`src/rtl/thr_window_tracker.sv`:
```
`default_nettype none
// ============================================================================
// Module   : thr_window_tracker
// Purpose  : Windowed signed min/max tracker; publishes {max,min} atomically.
// Revision : 1.0
// ============================================================================
module thr_window_tracker #(
  parameter int WINDOW_LOG2 = 10
) (
  input  logic        clk_i,
  input  logic        rst_n_i,
  input  logic        enable_i,
  input  logic        clear_i,
  input  logic [15:0] sample_i,
  input  logic        sample_valid_i,
  output logic [31:0] thresholds_o,
  output logic        valid_o,
  output logic        window_done_o,
  output logic        busy_o
);

  typedef enum logic [0:0] {
    S_IDLE  = 1'b0,
    S_ACCUM = 1'b1
  } state_t;

  localparam logic signed [15:0] c_MIN_START = 16'sh7FFF;
  localparam logic signed [15:0] c_MAX_START = 16'sh8000;

  state_t                   r_state, w_state_nxt;
  logic [WINDOW_LOG2-1:0]   r_count, w_count_nxt;
  logic signed [15:0]       r_min, w_min_nxt;
  logic signed [15:0]       r_max, w_max_nxt;
  logic [31:0]              r_thr, w_thr_nxt;
  logic                     r_valid, w_valid_nxt;
  logic                     r_done, w_done_nxt;
  logic                     r_busy;

  logic signed [15:0]       w_sample;
  logic signed [15:0]       w_min_upd;
  logic signed [15:0]       w_max_upd;
  logic                     w_accept;
  logic                     w_final;

  assign w_sample  = $signed(sample_i);
  assign w_min_upd = (w_sample < r_min) ? w_sample : r_min;
  assign w_max_upd = (w_sample > r_max) ? w_sample : r_max;
  assign w_accept  = (r_state == S_ACCUM) && enable_i && sample_valid_i;
  assign w_final   = w_accept && (r_count == {WINDOW_LOG2{1'b1}});

  always_ff @(posedge clk_i or negedge rst_n_i) begin
    if (!rst_n_i) begin
      r_state <= S_IDLE;
      r_count <= '0;
      r_min   <= c_MIN_START;
      r_max   <= c_MAX_START;
      r_thr   <= '0;
      r_valid <= 1'b0;
      r_done  <= 1'b0;
      r_busy  <= 1'b0;
    end else begin
      r_state <= w_state_nxt;
      r_count <= w_count_nxt;
      r_min   <= w_min_nxt;
      r_max   <= w_max_nxt;
      r_thr   <= w_thr_nxt;
      r_valid <= w_valid_nxt;
      r_done  <= w_done_nxt;
      r_busy  <= (w_state_nxt == S_ACCUM);
    end
  end

  // Branch order encodes priority: clear, disable, IDLE entry, publish, accumulate.
  always_comb begin
    w_state_nxt = r_state;
    w_count_nxt = r_count;
    w_min_nxt   = r_min;
    w_max_nxt   = r_max;
    w_thr_nxt   = r_thr;
    w_valid_nxt = r_valid;
    w_done_nxt  = 1'b0;

    if (clear_i) begin
      w_thr_nxt   = '0;
      w_valid_nxt = 1'b0;
      w_count_nxt = '0;
      w_min_nxt   = c_MIN_START;
      w_max_nxt   = c_MAX_START;
      w_state_nxt = enable_i ? S_ACCUM : S_IDLE;
    end else if (!enable_i) begin
      w_state_nxt = S_IDLE;
      w_count_nxt = '0;
      w_min_nxt   = c_MIN_START;
      w_max_nxt   = c_MAX_START;
    end else if (r_state == S_IDLE) begin
      w_state_nxt = S_ACCUM;
      w_count_nxt = '0;
      w_min_nxt   = c_MIN_START;
      w_max_nxt   = c_MAX_START;
    end else if (w_final) begin
      w_thr_nxt   = {w_max_upd, w_min_upd};
      w_valid_nxt = 1'b1;
      w_done_nxt  = 1'b1;
      w_count_nxt = '0;
      w_min_nxt   = c_MIN_START;
      w_max_nxt   = c_MAX_START;
    end else if (w_accept) begin
      w_count_nxt = r_count + 1'b1;
      w_min_nxt   = w_min_upd;
      w_max_nxt   = w_max_upd;
    end
  end

  assign thresholds_o  = r_thr;
  assign valid_o       = r_valid;
  assign window_done_o = r_done;
  assign busy_o        = r_busy;

endmodule
`default_nettype wire

```
`config.mk`:
```
export PLATFORM = sky130hd
export DESIGN_NAME = thr_window_tracker
export DESIGN_NICKNAME = d
export VERILOG_FILES = /design/src/rtl/thr_window_tracker.sv
export SDC_FILE = /design/constraint.sdc
export NUM_CORES = 1
export LEC_CHECK = 0
export CAP_MARGIN = 20
export CORE_UTILIZATION = 30
export CTS_CLUSTER_SIZE = 24
export DETAILED_ROUTE_END_ITERATION = 8
export PLACE_DENSITY = 0.49
export SYNTH_ARGS = -nofsm -noshare
export SYNTH_HDL_FRONTEND = slang
export SYNTH_SLANG_ARGS = --single-unit
```
`constraint.sdc`:
```
create_clock -name clk_i -period 4.75 [get_ports clk_i]
set_clock_uncertainty 0.1 [all_clocks]
set_input_delay 0.95 -clock clk_i [delete_from_list [all_inputs] [get_ports clk_i]]
set_output_delay 0.95 -clock clk_i [all_outputs]
set_load 0.005 [all_outputs]
```
# Word-level counts from Yosys, hierarchy flattened
# Index checks and enable logic that the tools add are counted.
# classes
eq_ne	2
add_sub_neg	1
n_mux	30
reduce_logical	7
magnitude_cmp	2
# op_table
op	count
16-bit two-way mux	12
32-bit two-way mux	4
10-bit two-way mux	5
16-bit > comparator	1
16-bit < comparator	1
10-bit by 1-bit adder with 10-bit output (second input constant)	1
10-bit equality test (second input constant)	1
1-bit two-way mux	9
2-bit nonzero test	3
5-bit by 3-bit != test with 1-bit output (second input constant)	1
1-bit logical AND	3
3-bit AND reduction	1
# totals
input_bits	21
output_inout_bits	35
regBits	77
wordCells	49

# Depth between registers and ports, before layout
# logic_depth
depth_word	7
ltp_mapped	11
mapped_depth_nobuf	9

# Least setup slack after synthesis
# No wires, ideal clock.
# synth_timing
path_type	input port to flip-flop
startpoint	input port sample_i[2]
endpoint	register r_min[10]
t_arrival_ns	2.904
required_ns	4.570
setup_time_ns	0.080
n_path_buf	1
path_stages	9
setup_slack_ns	1.666
cell_sequence	ha_1 > a211o_1 > a31oi_1 > o221ai_1 > a311o_1 > o21ai_0 > o211ai_2 > buf_6 > o221a_2
# synth_via
elab_chain_cells	7
# synth_rtl
element	line	text
start: declaration	14	input logic [15:0] sample_i,
16-bit < comparator	46	assign w_min_upd = (w_sample < r_min) ? w_sample : r_min;
16-bit two-way mux	46	
16-bit two-way mux	107	end else if (w_accept) begin
16-bit two-way mux	100	end else if (w_final) begin
16-bit two-way mux	95	end else if (r_state == S_IDLE) begin
16-bit two-way mux	90	end else if (!enable_i) begin
16-bit two-way mux	83	if (clear_i) begin
end signal: assignment	55	r_min <= c_MIN_START;
end signal: assignment	64	r_min <= w_min_nxt;
end: declaration	32	logic signed [15:0] r_min, w_min_nxt;
# Every way passes these cells. The select of a mux whose other input is x is not followed.
# A chain may end at the register's enable or synchronous reset.

# Worst setup path in the final report
# layout_timing
startpoint	input port sample_i[14]
endpoint	register r_max[12]
# layout_via
elab_chain_cells	7
# layout_rtl
element	line	text
16-bit > comparator	47	assign w_max_upd = (w_sample > r_max) ? w_sample : r_max;
16-bit two-way mux	47	
16-bit two-way mux	107	
16-bit two-way mux	100	
16-bit two-way mux	95	
16-bit two-way mux	90	
16-bit two-way mux	83	
end signal: assignment	56	r_max <= c_MAX_START;
end signal: assignment	65	r_max <= w_max_nxt;
end: declaration	33	logic signed [15:0] r_max, w_max_nxt;
# Every way passes these cells. The select of a mux whose other input is x is not followed.

==> key figures <==
Cells and area
  – Reg area: 1947 um^2
  – Multi-input gate area: between 2000 and 3000 um^2
  – Share of post-route cells with drive strength above 1: 0.1185
  – Diode count: 0
  – Final cell count without fillers: 785
  – Syn-to-layout area delta: 22.36%
  – Final core utilization: 0.3817
  – Fillers: 1,579
  – Final layout net count: 622

Die
  – Initial core utilization: 0.3119
  – Core Area: 15,430 um^2
  – Die Width: 128.7 um
  – Die area: 16,550 um^2
  – # IOs: 56
  – FP Rows: 45
  – Die height: 128.7 um

CTS
  – Postcts setup bufs: 0
  – Cts bufs inserted: 9
  – Clock buffer depth: 2
  – H-tree levels: 3
  – Cts hold-fix bufs: 0
  – Root Driver: clkbuf_16
  – Clock slew at reported path FFs: roughly 0.060 ns
  – # resized after CTS: 0
  – Clk Latency, worst-skew pair: 0.35 ns
  – CTS tree: built
  – # clock sinks: 77

GRT
  – Largest net degree at the start of global routing: 78
  – Global route overflow: 0
  – Vias in the first global route: 4,064
  – GR Util All Layers: 0.1779
  – Initial antenna violation count: 0
  – Global-route wire length before repair: 22.47 mm

Synth
  – Synth warnings: 0
  – Top FF cell, synth: dfrtp_1
  – Seq cells post-synth: 77
  – Mapped Avg Cell Area: 9.272 um^2
  – Compound-gate portion of the synthesized area: 0.2077
  – Syn Inst Count: around 520
  – Adder-Cell Fraction of Synth Area: 0.08320
  – Seq/Total Area, Yosys: 0.4046
  – Yosys top cell area share: 0.3172
  – Top cells by area, synth: dfrtp_1, dfstp_2, ha_1
  – Synth unique cells: 46
  – Post-synthesis xor/xnor area fraction: 0.01274
  – Number of flops mapped to enable cells by yosys: 0
  – Most common cell in the netlist: nand2_1
  – Simple-gate area share of the yosys netlist: 0.1646
  – Largest family of logic cells by synthesized area: compound AO/OA/AOI/OAI gates
  – Top cells by count, synth: nand2_1, dfrtp_1, a211oi_1, inv_1, nor3_1
  – Syn Nets: 572
  – Share of flip-flops with an asynchronous set or reset: 1.000
  – Post-synth top area cell: dfrtp_1
  – Mapped Area: about 4800 um^2
  – Mux contribution to synthesized area: 0.06240

Setup path
  – CP max-delay cell: clkdlybuf4s50_1
  – WP buf/inv: 2
  – Crit-path max cell delay: 0.58 ns
  – Critical path cell sequence: clkdlybuf4s50_1 > ha_1 > nand4_1 > nor4_1 > a21boi_0 > nand4b_1 > o211ai_1 > buf_4 > a21o_4 > a22o_1
  – Crit path max fanout: 16
  – CP required: 4.88 ns
  – Crit Path Class: in -> reg
  – Critical Path End Type: flop
  – Worst EP arrival: 3.96 ns
  – Critical path launch point type: primary input
  – Crit path max-delay family: compound AO/OA/AOI/OAI gates

Detailed routing
  – Initial drt markers: 234
  – WL/cell: 16.99 um
  – Via count: 4,079
  – # DRC: 0
  – DRT antenna net count: 0
  – Vias per inst: 5.196
  – Final WL: 13.34 mm
  – Drt pass-1 iters: 4

Run status
  – Status: finished clean

Power and ir drop
  – LEAKAGE: 2.690 nW
  – Logic pwr share: 0.124
  – Reg power frac: 0.450
  – Sw Share: 0.2721
  – Power Dens Cells: 252.6 nW/um^2
  – Clock power frac: 0.426
  – Internal power: 1.083 mW
  – Switching power of the nets: 0.4047 mW
  – Maximum VDD drop: between 0.15 and 0.2 mV

STA
  – Total negative slack: 0 ns
  – Final Hold Fails: 0
  – Final WS setup: between 0.9 and 1 ns
  – Fmax: 261.7 MHz
  – Period minus WS final: between 3 and 4 ns
  – Count of pins over their slew limit: 0
  – RSZ-0062 raised after global routing: no
  – Tightest Pin Transition: 0.8693 ns
  – Tcrit/Tclk final: 0.8045
  – Rel. slew slack: 0.4188
  – # setup viols final: 0
  – Hold slack final: 0.3756 ns

Placement
  – Pre-CTS WS: 0.5731 ns
  – Placed instance count: 768
  – Detail Placement HPWL: between 9 and 10 mm
  – GP Congestion: approximately 0.8
  – I/O Buffers: 55

Min path
  – Hold WC Path Type: reg -> reg

Job
  – Max_cap viols: 0
-- kinds of logic (layout without fill, tap and decap cells) --
kind of cell | count (synthesis) | after routing
XOR/XNOR | 7 | 7
AO/OA/AOI/OAI | 125 | 125
buffers and inverters | 71 | 126
multiplexers | 30 | 30
AND/OR/NAND/NOR | 177 | 177
flip-flops | 77 | 77
adder cells (fa/ha/maj) | 32 | 32
-- per-stage QoR --
step	area (um^2)	power [mW]
final	5888	1.487
after global routing	5888	1.566
after CTS	5861	1.510
after detailed placement	5598	0.8641
after global placement	5598	0.8613
after floorplan	4812	0.7798
-- worst register-to-register path, cell delays in order (launching register included) --
cell and delay (ns):
dfstp_2 0.58, inv_1 0.05, ha_1 0.28, a211o_1 0.29, a31oi_1 0.14, o221ai_1 0.15
a311o_1 0.40, nor2_2 0.42, buf_12 0.25, a211oi_1 0.08, a211o_1 0.28
-- power groups by stage --
stage	clock network, mW	logic, mW	registers [mW]
after floorplan	0	0.101	0.679
after global placement	0	0.181	0.680
after detailed placement	0	0.184	0.680
after CTS	0.657	0.184	0.669
after global routing	0.690	0.207	0.669
final	0.634	0.184	0.669
-- flip-flops by register name, indices dropped and copies added (netlist names) --
register / cells
thresholds_o: 32
r_max: 16
r_min: 16
r_count: 10
busy_o: 1
valid_o: 1
window_done_o: 1
-- worst paths after layout --
| path | from | endpoint | slack (ns) | cells past startpoint |
|---|---|---|---|---|
| min | thresholds_o[19] | thresholds_o[19] | 0.38 | 2 |
| max in group asynchronous | rst_n_i | r_min[9] | 3.47 | 2 |
| max reg2reg | r_min[2] | thresholds_o[8] | 1.61 | 10 |
| min in group asynchronous | rst_n_i | window_done_o | 0.43 | 1 |
| min reg2reg | thresholds_o[19] | thresholds_o[19] | 0.38 | 2 |
| max | sample_i[14] | r_max[12] | 0.93 | 10 |
-- area by class of cell --
type / instances / area share
Clock buffer: 12 / 0.04016
Multi-Input combinational cell: 371 / 0.4341
Sequential cell: 77 / 0.3306
Clock inverter: 4 / 0.004462
Tap cell: 211 / 0.04484
Timing Repair Buffer: 74 / 0.1228
Inverter: 36 / 0.02295
-- layer usage --
metal | share of wire | GRT usage | wire (um)
met1 | 0.49 | 0.2446 | 6541
met2 | 0.46 | 0.2814 | 6106
met3 | 0.040 | 0.04116 | 535
met4 | 0.011 | 0.04429 | 153
met5 | 0 | 0 | 0
-- cells in the final DEF, fill, tap and decap left out, types with 2 or more instances in the layout --
master and n:
nor2_2 2, dfstp_2 16, nand2_1 77, o311ai_1 2, nand3_1 9, mux2i_1 30
o221a_2 15, clkbuf_1 3, buf_4 18, o211ai_1 4, nand4_1 6, and4_1 2
and3_1 6, clkbuf_16 9, o21ai_0 12, a211oi_1 40, nand2b_1 2, nor2_1 29
a22o_1 16, xor2_1 6, clkdlybuf4s50_1 54, nor3_1 36, clkinv_2 2, a211o_1 16
or3_1 2, a21oi_1 9, o221ai_1 2, ha_1 32, dfrtp_1 61, inv_1 36
Note: power is estimated with default switching activity, not from simulation.
